$ cat config.mk
export PLATFORM = sky130hd
export DESIGN_NAME = wb_stage_buf
export DESIGN_NICKNAME = d
export VERILOG_FILES = /design/src/rtl/wb_stage_buf_pkg.sv /design/src/rtl/wb_ring_buf.sv /design/src/rtl/wb_stage_buf.sv
export SDC_FILE = /design/constraint.sdc
export NUM_CORES = 1
export LEC_CHECK = 0
export BUFFER_PORTS_ARGS = -buffer_cell sky130_fd_sc_hd__buf_2
export CAP_MARGIN = 15
export CORE_ASPECT_RATIO = 0.8
export CORE_MARGIN = 2
export CORE_UTILIZATION = 50
export CTS_CLUSTER_SIZE = 12
export DETAILED_ROUTE_END_ITERATION = 8
export PLACE_DENSITY = 0.76
export SLEW_MARGIN = 30
export SYNTH_ARGS = -nofsm -noshare
export SYNTH_HDL_FRONTEND = slang
export SYNTH_HIERARCHICAL = 1
export SYNTH_SLANG_ARGS = --single-unit
$ cat constraint.sdc
create_clock -name clk -period 6.6 [get_ports clk]
set_input_delay 1.32 -clock clk [delete_from_list [all_inputs] [get_ports clk]]
set_output_delay 1.32 -clock clk [all_outputs]
set_load 0.1 [all_outputs]
$ cat src/rtl/wb_stage_buf_pkg.sv
// Shared write-back stage definitions: NOP register address, zero word,
// stall-bus width and the per-channel write-back entry layout.
package wb_stage_buf_pkg;

  localparam int STALL_BUS_W = 8;
  localparam int REG_ADDR_W  = 5;
  localparam int REG_DATA_W  = 32;

  localparam logic [REG_ADDR_W-1:0] NOP_REG_ADDR = '0;
  localparam logic [REG_DATA_W-1:0] ZERO_WORD    = '0;

  typedef struct packed {
    logic [REG_ADDR_W-1:0] wd;
    logic                  wreg;
    logic [REG_DATA_W-1:0] wdata;
  } wb_entry_t;

  function automatic int ptr_width(input int depth);
    return (depth > 1) ? $clog2(depth) : 1;
  endfunction

endpackage

$ cat src/rtl/wb_ring_buf.sv
// Generic in-order ring buffer: DEPTH entries of W bits with pointers and count.
// Also presents the entry that will be at the head after this cycle's push/pop.
module wb_ring_buf
  import wb_stage_buf_pkg::*;
#(
  parameter int  W     = 8,
  parameter int  DEPTH = 2,
  localparam int CNT_W = $clog2(DEPTH + 1)
) (
  input  logic             clk,
  input  logic             rst,
  input  logic             clear,
  input  logic             push,
  input  logic             pop,
  input  logic [W-1:0]     wr_data,
  output logic [CNT_W-1:0] count,
  output logic             head_vld_p0,
  output logic [W-1:0]     head_p0
);

  localparam int               PTR_W = ptr_width(DEPTH);
  localparam logic [PTR_W-1:0] LAST  = PTR_W'(DEPTH - 1);

  logic [W-1:0]     mem [DEPTH];
  logic [PTR_W-1:0] wr_ptr;
  logic [PTR_W-1:0] rd_ptr;
  logic [PTR_W-1:0] rd_ptr_nxt;
  logic [CNT_W-1:0] remain;

  // DEPTH need not be a power of two, so wrap on an explicit compare.
  function automatic logic [PTR_W-1:0] ptr_inc(input logic [PTR_W-1:0] p);
    return (p == LAST) ? '0 : p + PTR_W'(1);
  endfunction

  // When entries survive the pop, the next head comes from storage; otherwise
  // the incoming group lands directly on the head with no bubble.
  always_comb begin
    rd_ptr_nxt  = pop ? ptr_inc(rd_ptr) : rd_ptr;
    remain      = count - CNT_W'(pop);
    head_vld_p0 = ~clear & ((remain != '0) | push);
    head_p0     = (remain != '0) ? mem[rd_ptr_nxt] : wr_data;
  end

  always_ff @(posedge clk or negedge rst) begin
    if (!rst) begin
      wr_ptr <= '0;
      rd_ptr <= '0;
      count  <= '0;
    end else if (clear) begin
      wr_ptr <= '0;
      rd_ptr <= '0;
      count  <= '0;
    end else begin
      if (push) wr_ptr <= ptr_inc(wr_ptr);
      rd_ptr <= rd_ptr_nxt;
      count  <= remain + CNT_W'(push);
    end
  end

  always_ff @(posedge clk) begin
    if (push && !clear) mem[wr_ptr] <= wr_data;
  end

endmodule

$ cat src/rtl/wb_stage_buf.sv
// MEM/WB stage register: NCH write-back channels per group through a DEPTH-entry
// in-order buffer with stall, flush and bubble gating. Optional WB_STALL_CNT_EN.
module wb_stage_buf
  import wb_stage_buf_pkg::*;
#(
  parameter int  NCH       = 2,
  parameter int  ADDR_W    = 5,
  parameter int  DATA_W    = 32,
  parameter int  DEPTH     = 2,
  parameter int  STALL_W   = STALL_BUS_W,
  parameter int  STALL_IDX = 7,
  localparam int CNT_W     = $clog2(DEPTH + 1)
) (
  input  logic                  clk,
  input  logic                  rst,
  input  logic                  in_valid,
  output logic                  in_ready,
  input  logic [NCH*ADDR_W-1:0] mem_wd,
  input  logic [NCH-1:0]        mem_wreg,
  input  logic [NCH*DATA_W-1:0] mem_wdata,
  input  logic                  flush,
  input  logic [STALL_W-1:0]    stall_sign,
  output logic                  wb_valid,
  output logic [NCH*ADDR_W-1:0] wb_wd,
  output logic [NCH-1:0]        wb_wreg,
  output logic [NCH*DATA_W-1:0] wb_wdata,
  output logic [CNT_W-1:0]      count
`ifdef WB_STALL_CNT_EN
  ,
  output logic [31:0]           stall_cycles
`endif
);

  localparam int                EW        = ADDR_W + 1 + DATA_W;
  localparam logic [ADDR_W-1:0] NOP_WD    = ADDR_W'(NOP_REG_ADDR);
  localparam logic [DATA_W-1:0] ZERO_DATA = DATA_W'(ZERO_WORD);

  logic                  stall;
  logic                  pop;
  logic                  push;
  logic [CNT_W-1:0]      count_int;
  logic [NCH*EW-1:0]     grp_p0;
  logic [NCH*EW-1:0]     head_p0;
  logic                  head_vld_p0;
  logic                  unused_stall_bits;

  logic                  vld_p1;
  logic [NCH*ADDR_W-1:0] wd_p1;
  logic [NCH-1:0]        wreg_p1;
  logic [NCH*DATA_W-1:0] wdata_p1;

  // p0: handshake and group packing (in_ready never depends on in_valid)
  assign stall             = stall_sign[STALL_IDX];
  assign unused_stall_bits = ^stall_sign;
  assign pop               = (count_int != '0) & ~stall;
  assign in_ready          = (count_int < CNT_W'(DEPTH)) | pop;
  assign push              = in_valid & in_ready & ~flush;
  assign count             = count_int;

  always_comb begin
    grp_p0 = '0;
    for (int k = 0; k < NCH; k++) begin
      grp_p0[k*EW +: EW] = {mem_wd[k*ADDR_W +: ADDR_W], mem_wreg[k],
                            mem_wdata[k*DATA_W +: DATA_W]};
    end
  end

  wb_ring_buf #(
    .W     (NCH * EW),
    .DEPTH (DEPTH)
  ) u_ring (
    .clk         (clk),
    .rst         (rst),
    .clear       (flush),
    .push        (push),
    .pop         (pop),
    .wr_data     (grp_p0),
    .count       (count_int),
    .head_vld_p0 (head_vld_p0),
    .head_p0     (head_p0)
  );

  // p1: registered head outputs; an empty buffer shows a bubble, not stale data
  always_ff @(posedge clk or negedge rst) begin
    if (!rst) begin
      vld_p1   <= 1'b0;
      wd_p1    <= {NCH{NOP_WD}};
      wreg_p1  <= '0;
      wdata_p1 <= {NCH{ZERO_DATA}};
    end else begin
      vld_p1 <= head_vld_p0;
      for (int k = 0; k < NCH; k++) begin
        if (head_vld_p0) begin
          wd_p1[k*ADDR_W +: ADDR_W]    <= head_p0[k*EW + DATA_W + 1 +: ADDR_W];
          wreg_p1[k]                   <= head_p0[k*EW + DATA_W];
          wdata_p1[k*DATA_W +: DATA_W] <= head_p0[k*EW +: DATA_W];
        end else begin
          wd_p1[k*ADDR_W +: ADDR_W]    <= NOP_WD;
          wreg_p1[k]                   <= 1'b0;
          wdata_p1[k*DATA_W +: DATA_W] <= ZERO_DATA;
        end
      end
    end
  end

  assign wb_valid = vld_p1;
  assign wb_wd    = wd_p1;
  assign wb_wreg  = wreg_p1;
  assign wb_wdata = wdata_p1;

`ifdef WB_STALL_CNT_EN
  logic [31:0] stall_cnt_p1;

  always_ff @(posedge clk or negedge rst) begin
    if (!rst) begin
      stall_cnt_p1 <= '0;
    end else if (flush) begin
      stall_cnt_p1 <= '0;
    end else if (stall && vld_p1 && !(&stall_cnt_p1)) begin
      stall_cnt_p1 <= stall_cnt_p1 + 32'd1;
    end
  end

  assign stall_cycles = stall_cnt_p1;
`endif

endmodule

==> flow_summary.ini <==
[outcome]
run_status = finished clean

[logic_synthesis]
postSynthCellCount = 591
synth_area_per_cell_um2 = 14.9
synth_warnings = 6
sequential_area_share_after_synthesis_pct = 74.6
synth.distinct_cells = 21
post_synthesis_register_bit_count = 233
synth_area_um2 = 8830
syn-num-nets = 681

[global_routing]
grt_antenna_before_repair = 2
grt_total_ovfl = 0
grt_first_pass_wirelength_um = 26900
maximum_number_of_pins_on_one_net_before_global_route_repair = 87
vias_in_the_first_global_route = 5129
grt_use_total_pct = 17.9

[floorplan]
fp.dieArea_um2 = 18800
io_pins = 168
floorplan.die.width_um = 153
initial_utilization_pct = 51.0
coreArea_um2 = 17300
placement_rows = 43
chipHeight_um = 123

[placed_design]
place.detailed.hpwl_um = 10000
dpl_worst_slack_ns = 2.31
io_buffers = 160
place.gp.congestion = 0.727
placed_cell_area_um2 = 9840

[drt]
drc_errors = 0
final_routed_wirelength_um = 17000
vias = 5080
drt_pass1_iterations = 4
vias_cell = 5.12
drt.antenna.violating_nets = 0
drt-initial-drc-count = 304
detail_route.wl_per_cell_um = 17.1

[sta]
maxClockFrequency_ghz = 0.271
whs_ns = 0.629
setup_ws_ns = 2.91
setup_total_negative_slack_ns = 0
layout_min_cycle_time_ns = 3.69
finalHoldViolations = 0
tightest_slew_ns = 0.903
grt_setup_unrepaired = false
finalCritPeriodShare_pct = 55.9
timing.final.setup_violations = 0
timing.final.max_slew_violations = 0
clock-skew-final_ns = 0.00986
slew_headroom_pct = 39.8

[critical_path]
crit_required_ns = 7.02
cp.arrival_ns = 4.11
crit_top_cell = sky130_fd_sc_hd__nor2_1
timing.critical_path.slowest_stage_cell = sky130_fd_sc_hd__nor2_4
worst_setup_path_startpoint = stall_sign[7]
kind_of_critical_path = in -> reg
path_cells = buf_2, nor2_1, ha_1, nand2b_4, nor2_1, nor2_4, buf_4, and2_1
crit_path_max_incr_delay_ns = 0.61
worstPathMaxFanout = 68
worstSetupEndpointType = flop
startpoint_type = input pin
timing.rr.start = u_ring/count[1]

[cts]
clock_tree.buffer_depth = 3
post_cts_gate_resize_count = 0
cts_tree = built
clockRootBuffer = sky130_fd_sc_hd__clkbuf_16
cts-buffers-inserted = 23
htree_levels = 1
worst_setup_hold_path_clk_slew_ns = 0.06
clock_sink_count = 233
cts-hold-fix-buffers = 0
worstSkewPairLatency_ns = 0.49
postCtsSetupRepairBufs = 0

[finish]
final_common_cell = sky130_fd_sc_hd__buf_2
finish.net_count = 841
most_used_cells_in_the_layout_excluding_fill_and_tap_cells = sky130_fd_sc_hd__buf_2, sky130_fd_sc_hd__edfxtp_1, sky130_fd_sc_hd__nor2_1
multi_input_logic_area_um2 = 2080
layout.area.seq_um2 = 6590
layout.filler_cells = 1313
post_route_cells_drive_above_1_share_pct = 25.6
finalInstanceArea_um2 = 10500
areaGrowthSynthToFinish_pct = 18.7

[worst_hold_path]
min_delay_startpoint = u_ring/wr_ptr
hold_wc_path_type = reg -> reg

[run]
maxCapViolations = 0
layout make-up:
| class | count | share of cell area [%] |
|---|---|---|
| Inverter | 2 | 0.0716 |
| Clock buffer | 41 | 6.14 |
| Timing Repair Buffer | 168 | 8.38 |
| Multi-Input combinational cell | 323 | 19.8 |
| Antenna cell | 1 | 0.0239 |
| Sequential cell | 233 | 62.9 |
| Tap cell | 225 | 2.69 |
path summary, 6_finish.rpt:
kind,end,slack (ns),depth (start not counted)
worst max register to register,wb_wdata[15],3.35,8
worst min register to register,u_ring/wr_ptr,0.63,2
min in group asynchronous,wb_wdata[63],0.89,1
worst max-delay path,wb_wdata[15],2.91,8
max in group asynchronous,wb_wd[2],5.17,1
worst min-delay path,u_ring/wr_ptr,0.63,2
through the flow:
| stage | cells | util, % |
|---|---|---|
| global placement | 950 | 56.7 |
| global route | 992 | 60.5 |
| floorplan | 591 | - |
| CTS | 992 | 60.5 |
| finish | 993 | 60.5 |
| detailed placement | 951 | 56.8 |
layer usage:
layer	global-route usage, %	routed length [µm]	vias up
met5	0	13	-
met4	3.70	254	2
met3	4.87	1170	28
li1	-	-	2396
met1	24.7	7470	2506
met2	29.3	8110	148
kinds of logic after synthesis:
group / after synthesis / synth area share [%]
AND/OR/NAND/NOR: 165 / 9.38
adder cells (fa/ha/maj): 2 / 0.283
multiplexers: 76 / 8.61
XOR/XNOR: 4 / 0.482
AO/OA/AOI/OAI: 76 / 4.31
buffers and inverters: 35 / 2.34
flip-flops: 233 / 74.6
cell usage after synthesis (all sizes together):
library cell	count	area (µm²)
nand2	1	3.75
nor3b	1	7.51
ha	2	25.0
nor2	83	312
edfxtp	152	4560
a21oi	76	380
inv	2	7.51
and3b	2	17.5
dfrtp	81	2030
xor2	1	8.76
buf	22	158
nor2b	1	6.26
clkbuf	11	41.3
nand2b	1	6.26
and2	76	475
xnor2	3	33.8
mux2i	76	761
flip-flops by register name, indices dropped and copies added (netlist names):
signal / count
u_ring/wr_ptr: 1
u_ring/rd_ptr: 1
u_ring/count: 2
wb_wreg: 2
wb_wd: 10
wb_wdata: 64
u_ring/mem: 152
wb_valid: 1
worst max-delay path, delay by kind of cell:
| kind | cells | cell delay (ns) |
|---|---|---|
| adder cells (fa/ha/maj) | 1 | 0.36 |
| AND/OR/NAND/NOR | 5 | 1.81 |
| buffers and inverters | 2 | 0.60 |
Power is left out: the tool's default activity adds up to more than one toggle a clock period on the data nets, which glitch-free logic cannot reach.
